### config.mk
export PLATFORM = sky130hd
export DESIGN_NAME = eth_phy_reset_seq
export DESIGN_NICKNAME = d
export VERILOG_FILES = /design/src/rtl/eth_phy_reset_seq.sv
export SDC_FILE = /design/constraint.sdc
export NUM_CORES = 1
export LEC_CHECK = 0
export CORE_ASPECT_RATIO = 1.4
export CORE_MARGIN = 4
export CORE_UTILIZATION = 57
export DETAILED_ROUTE_END_ITERATION = 7
export MAX_ROUTING_LAYER = met4
export PLACE_DENSITY = 0.85
export SLEW_MARGIN = 20
export SYNTH_ARGS = -nofsm -noshare
export SYNTH_HDL_FRONTEND = slang
export SYNTH_SLANG_ARGS = --single-unit
### constraint.sdc
create_clock -name reconfig_clk -period 2.1 [get_ports reconfig_clk]
set_clock_uncertainty 0.15 [all_clocks]
set_input_delay 0.315 -clock reconfig_clk [delete_from_list [all_inputs] [get_ports reconfig_clk]]
set_output_delay 0.315 -clock reconfig_clk [all_outputs]
set_load 0.05 [all_outputs]
### src/rtl/eth_phy_reset_seq.sv
// eth_phy_reset_seq: TX/RX reset sequencer for NUM_CH 10GBASE-R channels sharing one TX PLL.
// Optional macro ETH_PHY_RSTSEQ_HIBER_RELOCK_EN re-sequences a lane after sustained high BER.
module eth_phy_reset_seq #(
    parameter int NUM_CH    = 4,
    parameter int T_ANALOG  = 70,
    parameter int T_DIGITAL = 20,
    parameter int T_LTD     = 4000,
    parameter int T_HIBER   = 1000
) (
    input  logic                  reconfig_clk,
    input  logic                  reconfig_reset_n,
    input  logic                  pll_locked,
    input  logic [NUM_CH-1:0]     tx_cal_busy,
    input  logic [NUM_CH-1:0]     rx_cal_busy,
    input  logic [NUM_CH-1:0]     rx_is_lockedtodata,
    input  logic [NUM_CH-1:0]     rx_enh_highber,
    input  logic [NUM_CH-1:0]     rx_reset_req,
    output logic [NUM_CH-1:0]     tx_analogreset,
    output logic [NUM_CH-1:0]     tx_digitalreset,
    output logic [NUM_CH-1:0]     rx_analogreset,
    output logic [NUM_CH-1:0]     rx_digitalreset,
    output logic                  tx_ready,
    output logic [NUM_CH-1:0]     rx_ready,
    output logic [8*NUM_CH-1:0]   relock_cnt
);

    localparam int T_MAX_A = (T_ANALOG > T_DIGITAL) ? T_ANALOG : T_DIGITAL;
    localparam int T_MAX_B = (T_LTD > T_HIBER) ? T_LTD : T_HIBER;
    localparam int T_MAX   = (T_MAX_A > T_MAX_B) ? T_MAX_A : T_MAX_B;
    localparam int CW      = $clog2(T_MAX + 1);

    localparam logic [CW-1:0] ANA_LAST = CW'(T_ANALOG - 1);
    localparam logic [CW-1:0] DIG_LAST = CW'(T_DIGITAL - 1);
    localparam logic [CW-1:0] LTD_LAST = CW'(T_LTD - 1);
    localparam logic [CW-1:0] CNT_ONE  = CW'(1);

    localparam logic [1:0] TX_ARST  = 2'd0;
    localparam logic [1:0] TX_WAIT  = 2'd1;
    localparam logic [1:0] TX_DRST  = 2'd2;
    localparam logic [1:0] TX_READY = 2'd3;

    localparam logic [2:0] RX_ARST     = 3'd0;
    localparam logic [2:0] RX_WAIT_CAL = 3'd1;
    localparam logic [2:0] RX_WAIT_LTD = 3'd2;
    localparam logic [2:0] RX_DRST     = 3'd3;
    localparam logic [2:0] RX_READY    = 3'd4;

    logic [1:0]    tx_state, tx_state_nxt;
    logic [CW-1:0] tx_cnt, tx_cnt_nxt;
    logic          pll_s1, pll_s2;

    // Lock is re-observed through the full synchroniser after every analog reset,
    // so a stale "locked" from before the reset can never release the digital reset.
    always_ff @(posedge reconfig_clk) begin
        if (!reconfig_reset_n || tx_state == TX_ARST) begin
            pll_s1 <= 1'b0;
            pll_s2 <= 1'b0;
        end else begin
            pll_s1 <= pll_locked;
            pll_s2 <= pll_s1;
        end
    end

    always_comb begin
        tx_state_nxt = tx_state;
        tx_cnt_nxt   = tx_cnt;
        case (tx_state)
            TX_ARST: begin
                if (tx_cnt == ANA_LAST) begin
                    tx_state_nxt = TX_WAIT;
                    tx_cnt_nxt   = '0;
                end else begin
                    tx_cnt_nxt = tx_cnt + CNT_ONE;
                end
            end
            TX_WAIT: begin
                if (pll_s2 && tx_cal_busy == '0) begin
                    tx_state_nxt = TX_DRST;
                    tx_cnt_nxt   = '0;
                end
            end
            TX_DRST: begin
                if (!pll_s2) begin
                    tx_state_nxt = TX_ARST;
                    tx_cnt_nxt   = '0;
                end else if (tx_cnt == DIG_LAST) begin
                    tx_state_nxt = TX_READY;
                    tx_cnt_nxt   = '0;
                end else begin
                    tx_cnt_nxt = tx_cnt + CNT_ONE;
                end
            end
            TX_READY: begin
                if (!pll_s2) begin
                    tx_state_nxt = TX_ARST;
                    tx_cnt_nxt   = '0;
                end
            end
            default: begin
                tx_state_nxt = TX_ARST;
                tx_cnt_nxt   = '0;
            end
        endcase
    end

    always_ff @(posedge reconfig_clk) begin
        if (!reconfig_reset_n) begin
            tx_state        <= TX_ARST;
            tx_cnt          <= '0;
            tx_analogreset  <= '1;
            tx_digitalreset <= '1;
            tx_ready        <= 1'b0;
        end else begin
            tx_state        <= tx_state_nxt;
            tx_cnt          <= tx_cnt_nxt;
            tx_analogreset  <= {NUM_CH{tx_state == TX_ARST}};
            tx_digitalreset <= {NUM_CH{tx_state != TX_READY}};
            tx_ready        <= (tx_state == TX_READY);
        end
    end

`ifndef ETH_PHY_RSTSEQ_HIBER_RELOCK_EN
    logic unused_highber;
    assign unused_highber = ^rx_enh_highber;
`endif

    for (genvar g = 0; g < NUM_CH; g++) begin : g_lane
        logic [2:0]    rx_state, rx_state_nxt;
        logic [CW-1:0] rx_cnt, rx_cnt_nxt;
        logic [7:0]    relock_q, relock_nxt, relock_inc;
        logic          ltd_s1, ltd_s2, hiber_fire;
        logic          ana_q, dig_q, rdy_q;

        assign relock_inc = (relock_q == 8'hFF) ? relock_q : relock_q + 8'd1;

        always_ff @(posedge reconfig_clk) begin
            if (!reconfig_reset_n) begin
                ltd_s1 <= 1'b0;
                ltd_s2 <= 1'b0;
            end else begin
                ltd_s1 <= rx_is_lockedtodata[g];
                ltd_s2 <= ltd_s1;
            end
        end

`ifdef ETH_PHY_RSTSEQ_HIBER_RELOCK_EN
        localparam logic [CW-1:0] HIB_LAST = CW'(T_HIBER - 1);
        logic          hb_s1, hb_s2;
        logic [CW-1:0] hb_cnt;

        assign hiber_fire = (rx_state == RX_READY) && hb_s2 && (hb_cnt == HIB_LAST);

        always_ff @(posedge reconfig_clk) begin
            if (!reconfig_reset_n) begin
                hb_s1  <= 1'b0;
                hb_s2  <= 1'b0;
                hb_cnt <= '0;
            end else begin
                hb_s1  <= rx_enh_highber[g];
                hb_s2  <= hb_s1;
                hb_cnt <= (rx_state == RX_READY && hb_s2) ? hb_cnt + CNT_ONE : '0;
            end
        end
`else
        assign hiber_fire = 1'b0;
`endif

        // Priority: soft request, then lock loss, then high-BER, then normal progression.
        always_comb begin
            rx_state_nxt = rx_state;
            rx_cnt_nxt   = rx_cnt;
            relock_nxt   = relock_q;
            if (rx_reset_req[g]) begin
                rx_state_nxt = RX_ARST;
                rx_cnt_nxt   = '0;
            end else if ((rx_state == RX_DRST || rx_state == RX_READY) && !ltd_s2) begin
                rx_state_nxt = RX_WAIT_LTD;
                rx_cnt_nxt   = '0;
                relock_nxt   = relock_inc;
            end else if (hiber_fire) begin
                rx_state_nxt = RX_ARST;
                rx_cnt_nxt   = '0;
                relock_nxt   = relock_inc;
            end else begin
                case (rx_state)
                    RX_ARST: begin
                        if (rx_cnt == ANA_LAST) begin
                            rx_state_nxt = RX_WAIT_CAL;
                            rx_cnt_nxt   = '0;
                        end else begin
                            rx_cnt_nxt = rx_cnt + CNT_ONE;
                        end
                    end
                    RX_WAIT_CAL: begin
                        if (!rx_cal_busy[g]) begin
                            rx_state_nxt = RX_WAIT_LTD;
                            rx_cnt_nxt   = '0;
                        end
                    end
                    RX_WAIT_LTD: begin
                        if (!ltd_s2) begin
                            rx_cnt_nxt = '0;
                        end else if (rx_cnt == LTD_LAST) begin
                            rx_state_nxt = RX_DRST;
                            rx_cnt_nxt   = '0;
                        end else begin
                            rx_cnt_nxt = rx_cnt + CNT_ONE;
                        end
                    end
                    RX_DRST: begin
                        if (rx_cnt == DIG_LAST) begin
                            rx_state_nxt = RX_READY;
                            rx_cnt_nxt   = '0;
                        end else begin
                            rx_cnt_nxt = rx_cnt + CNT_ONE;
                        end
                    end
                    RX_READY: begin
                        rx_state_nxt = RX_READY;
                    end
                    default: begin
                        rx_state_nxt = RX_ARST;
                        rx_cnt_nxt   = '0;
                    end
                endcase
            end
        end

        always_ff @(posedge reconfig_clk) begin
            if (!reconfig_reset_n) begin
                rx_state <= RX_ARST;
                rx_cnt   <= '0;
                relock_q <= '0;
                ana_q    <= 1'b1;
                dig_q    <= 1'b1;
                rdy_q    <= 1'b0;
            end else begin
                rx_state <= rx_state_nxt;
                rx_cnt   <= rx_cnt_nxt;
                relock_q <= relock_nxt;
                ana_q    <= (rx_state == RX_ARST);
                dig_q    <= (rx_state != RX_READY);
                rdy_q    <= (rx_state == RX_READY);
            end
        end

        assign rx_analogreset[g]     = ana_q;
        assign rx_digitalreset[g]    = dig_q;
        assign rx_ready[g]           = rdy_q;
        assign relock_cnt[8*g +: 8]  = relock_q;
    end

endmodule

== Word-level counts from Yosys, hierarchy flattened ==
Index checks and enable logic that the tools add are counted.

* Add/sub/neg operators: 9
* Equal/unequal tests: 86
* Multiplexer cells: 64
* Bitwise logic cells: 13
* Reductions and logical operators: 47

{| class="wikitable"
|+ Operator list
! kind !! count
|-
| $mux W12 || 25
|-
| $pmux W12 S5 || 4
|-
| $ne A3 B3 Y1 const B || 21
|-
| $add A12 B1 Y12 const B || 5
|-
| $eq A12 B5 Y1 const B || 5
|-
| $eq A12 B7 Y1 const B || 5
|-
| $mux W3 || 20
|-
| $pmux W3 S5 || 4
|-
| $eq A12 B12 Y1 const B || 4
|-
| $pmux W12 S4 || 1
|-
| $ne A2 B2 Y1 const B || 20
|-
| $reduce_and A5 Y1 || 8
|-
| $add A8 B1 Y8 const B || 4
|-
| $eq A8 B8 Y1 const B || 4
|-
| $eq A3 B2 Y1 const B || 8
|-
| $mux W2 || 9
|-
| $not A1 Y1 || 13
|-
| $eq A3 B1 Y1 const B || 4
|-
| $eq A3 B3 Y1 const B || 4
|-
| $logic_not A3 Y1 || 4
|-
| $ne A3 B1 Y1 const B || 4
|-
| $reduce_and A3 Y1 || 4
|-
| $reduce_or A3 Y1 || 4
|-
| $reduce_and A2 Y1 || 5
|-
| 11 further kinds || 30
|}

* Register bits after elaboration: 131
* Word-level logic and storage cells: 262

== Longest topological paths before layout ==
* Depth after elaboration: 5
* Gate-level depth with buffers: 8

== Worst setup path after synthesis ==
No wires, ideal clock.

* Path kind: register to register
* From: register g_lane[0].relock_q[0]
* To: register g_lane[0].relock_q[0]
* Library setup time: 0.115 ns
* Data arrival time: 1.849 ns
* Setup slack: -0.014 ns
* Stages on the path, launching flop included: 7
* Period minus slack after synthesis: 2.114 ns
* Cell sequence: dfxtp_1 ha_1 nand3_1 o221ai_1 nor2_1 xor2_1 and2_1

* Cells in the longest elaborated chain, start to end: 3

{| class="wikitable"
|+ Ends and longest elaborated chain
! item !! line !! RTL
|-
| start: declaration || 130 || <nowiki>logic [7:0] relock_q, relock_nxt, relock_inc;</nowiki>
|-
| start signal: assignment || 240 || <nowiki>relock_q <= relock_nxt;</nowiki>
|-
| parallel branches: the longest is 3 deep, another holds $add A8 B1 Y8 || -- ||
|}

Several ways; the timed one is not identified.
A chain may end at the register's enable or synchronous reset.

== Worst setup path in the final report ==
* From: register g_lane[2].rx_cnt[0]
* To: register g_lane[2].rx_state[1]

* Cells in the longest elaborated chain, start to end: 3

{| class="wikitable"
|+ Ends and longest elaborated chain
! item !! line !! RTL
|-
| start: declaration || 129 || <nowiki>logic [CW-1:0] rx_cnt, rx_cnt_nxt;</nowiki>
|-
| start signal: assignment || 239 || <nowiki>rx_cnt <= rx_cnt_nxt;</nowiki>
|-
| $eq A12 B12 Y1 (tied with other cells) || 203 || <nowiki>end else if (rx_cnt == LTD_LAST) begin</nowiki>
|-
| $ne A3 B3 Y1 (no line) / $ne A3 B1 Y1 (equally long branches) || -- ||
|-
| $reduce_and A5 Y1 (no line) * || -- ||
|-
| end signal: assignment || 238 || <nowiki>rx_state <= rx_state_nxt;</nowiki>
|-
| end: declaration || 128 || <nowiki>logic [2:0] rx_state, rx_state_nxt;</nowiki>
|}

Every way passes the cells marked *; elsewhere a longest branch is shown, timed or not.

==> summary.md <==
| Metric | Value |
|---|---|
| Post-Synth XOR/XNOR Area | a little under a tenth |
| Most frequent cells in the layout | dfxtp_1 (127), nor2_1 (74), buf_4 (53) |
| Worst-case clock buffer depth | 2 |
| Power per cell area | 679.6 mW/mm^2 |
| # diodes | 0 |
| Largest family of logic cells by synthesized area | simple AND/OR/NAND/NOR gates |
| Initial Util | 58.89% |
| Total power | around 5.8 mW |
| Cell area after synthesis | ~0.0067 sq mm |
| Reg2reg start | g_lane[2].rx_cnt[0]$_SDFFE_PP0P_ |
| Seq/Total Area, Yosys | 38.88% |
| Largest net degree at the start of global routing | 25 |
| Sw power | 1.175 mW |
| Row cnt | 46 |
| R2r setup slk | -0.06 ns |
| Final setup vio count | 1 |
| Post-synthesis cell count | between 700 and 800 |
| Compound-Gate Fraction of Synth Area | a little under an eighth |
| Worst-margin pin slew | 0.5381 ns |
| Gr ovfl total | 0 |
| Number of synthesized flops with an enable pin | 0 |
| Net Sw Frac | roughly a fifth |
| NumNets Final | 893 |
| Area Growth Syn to Fin | 25.88% |
| Port bufs | 71 |
| Slew margin rel. | 64.02% |
| Post-synth top flop | dfxtp_1 |
| Data arrival, critical path | 2.30 ns |
| Drt pass-1 iters | 5 |
| DPL Wire Length | 10.91 mm |
| First-pass GRT wire length | 26.62 mm |
| Comb power frac | 3.0% |
| Final core occ | 74.13% |
| Routability cong. | between 0.8 and 0.9 |
| Mux cell area share after synthesis | 0.7605% |
| Synth cell types | 75 |
| Final wirelength | 16.40 mm |
| Layout cell share with drive strength beyond 1 | ~15% |
| Pint | 4.596 mW |
| Setup crit start | g_lane[2].rx_cnt[0]$_SDFFE_PP0P_ |
| Core Footprint | 0.01145 sq mm |
| WS Path Type | reg2reg |
| Fin. max-slew vios | 0 |
| Worst Setup EP | g_lane[2].rx_state[1]$_SDFFE_PP0P_ |
| Design Area, Final | 0.008491 sq mm |
| Die Y | 136.7 microns |
| FF-to-FF path depth | 7 |
| CTS tree | done |
| Placed instance count | between 900 and 1k |
| Clk slew on worst S/H paths | approximately 0.05 ns |
| Root buffer cell | clkbuf_16 |
| RSZ-0062 raised after global routing | yes |
| Initial antenna violation count | 0 |
| YS warnings | 0 |
| Syn_area_per_cell | 8.829 sq um |
| Total number of vias | 6050 |
| Final Hold Viols | 0 |
| Drt drc | 0 |
| Post-synthesis adder-cell area fraction | 2.597% |
| Routed vias/inst | 5.978 |
| Pre-CTS setup slack | -0.2483 ns |
| Critical Path End Type | flop |
| Peak supply drop | approximately 400 uV |
| Syn_nets | 801 |
| Failing checks | negative setup slack |
| Leak | 3.406 nW |
| Post-Synth Simple-Gate Area | a little under a third |
| Outcome | finished, violations left |
| Worst skew pair latency | 0.42 ns |
| Worst Path Max Fanout | 4 |
| CTS buffer count | 17 |
| Max Cap Viol | 0 |
| Worst path required time | between 2 and 2.5 ns |
| CP Launch Type | flop |
| Final cycle utilization of the critical path | 102.6% |
| Minimum clock period | approximately 2.2 ns |
| # clock sinks | ~130 |
| Die Footprint | between 0.01 and 0.015 sq mm |
| Routed Antenna Nets | 0 |
| R2r endpoint | g_lane[2].rx_state[1]$_SDFFE_PP0P_ |
| Clock group share of total power | 53.2% |
| H-tree depth | 4 |
| Layout Cells excl Fill | 1012 |
| Yosys reg bits | 131 |
| Vias in the first global route | 5905 |
| Hold_buf cts | 0 |
| Seq pwr share | 43.9% |
| F_max | 464.0 MHz |
| Tightest Hold Check Type | in2reg |
| Area after DPL | 0.007714 sq mm |
| WL/cell | 16.21 microns |
| Total GRT Usage | approximately a quarter |
| Chip width | about 100 microns |
| Setup ws final | -0.05502 ns |
| Initial DRC Count | roughly 280 |
| FFs w/ async S/R, synth | 0% |
| Most common cell after layout, fill and taps aside | dfxtp_1 |
| Total I/O pin count | 76 |
[per-layer routing]
metal  GRT usage (%)  share of wire (%)  vias to the layer above
met1           26.40                 40                     2877
li1                -                  -                     2914
met3           5.966                5.4                       54
met2           42.46                 52                      205
met5               -                  0                        -
met4           10.10                3.0                        0
[cells by family (layout without fill, tap and decap cells)]
group / Yosys count / count (layout)
flops: 131 / 131
buf+inv: 65 / 169
fa+ha+maj: 14 / 14
xor+xnor: 73 / 73
simple gates: 372 / 372
compound gates: 104 / 104
mux: 5 / 5
[power groups by stage]
stage / logic, mW / clock network, mW / registers, mW
floorplan: 0.0854 / 0 / 2.58
global placement: 0.158 / 0 / 2.58
CTS: 0.168 / 3.08 / 2.53
detailed placement: 0.166 / 0 / 2.58
global route: 0.187 / 3.20 / 2.53
finish: 0.172 / 3.07 / 2.53
[critical path, cell delays in order (launching register included)]
cell	delay, ns
dfxtp_1	0.33
ha_2	0.20
nor4bb_2	0.29
buf_4	0.16
o22ai_1	0.11
nor4_4	0.30
a21oi_1	0.14
a311oi_1	0.34
[area by class of cell]
cell class	instances	area (sq um)
clock buffer	21	450.4
clock inverter	10	156.4
fill	770	2963
inverter	18	67.56
multi-input combinational	568	3924
sequential	131	2628
tap	144	180.2
timing repair buffer	120	1085
[cell usage after synthesis, types with 11 or more instances]
cell	count	share of area, %
nand2b_1	16	1.5
a31oi_1	11	1.0
nand4_1	33	3.1
and3_1	14	1.3
nand2_1	45	2.5
nor2_1	74	4.1
xnor2_1	34	4.4
inv_1	18	1.0
xor2_1	39	5.1
buf_4	19	2.1
clkbuf_1	14	0.78
a21oi_1	19	1.4
nor3_1	20	1.5
ha_1	14	2.6
dfxtp_1	131	39
o21ai_0	11	0.82
nor4_1	18	1.7
nand3_1	34	2.5
and2_1	39	3.6
nand3b_1	12	1.3
[registers in the layout (all words and copies together) (netlist names), 2 cells and up]
register	cells
g_lane.ltd_s1	4
g_lane.ana_q	4
g_lane.ltd_s2	4
g_lane.rx_cnt	48
g_lane.dig_q	4
g_lane.rdy_q	4
tx_state	2
g_lane.relock_q	32
g_lane.rx_state	12
tx_cnt	12
[worst min-delay path by stage]
stage	start	end	slack, ns	depth (start not counted)
6_report	reconfig_reset_n	g_lane[3].relock_q[0]$_SDFFE_PN0P_	0.14	2
3_3_place_gp	pll_s1$_SDFF_PP0_	pll_s2$_SDFF_PP0_	0.26	1
5_1_grt	reconfig_reset_n	g_lane[3].relock_q[0]$_SDFFE_PN0P_	0.15	2
2_1_floorplan	pll_s1$_SDFF_PP0_	pll_s2$_SDFF_PP0_	0.26	1
3_5_place_dp	g_lane[2].ltd_s1$_SDFF_PN0_	g_lane[2].ltd_s2$_SDFF_PN0_	0.27	1
4_1_cts	reconfig_reset_n	g_lane[3].relock_q[0]$_SDFFE_PN0P_	0.13	2
[timing repair]
item                       CTS  global route
resized for setup           19            39
setup buffers                0             2
setup endpoints to repair   20            56
pin swaps                    0            11
[stage by stage]
stage               setup TNS (ns)  hold slack, ns
floorplan                        0          0.2557
global placement            -1.402          0.2615
detailed placement          -2.235          0.2716
CTS                              0          0.1343
global route               -0.3054          0.1469
finish                    -0.05502          0.1439
No activity file was read; power rests on OpenSTA's default activity.
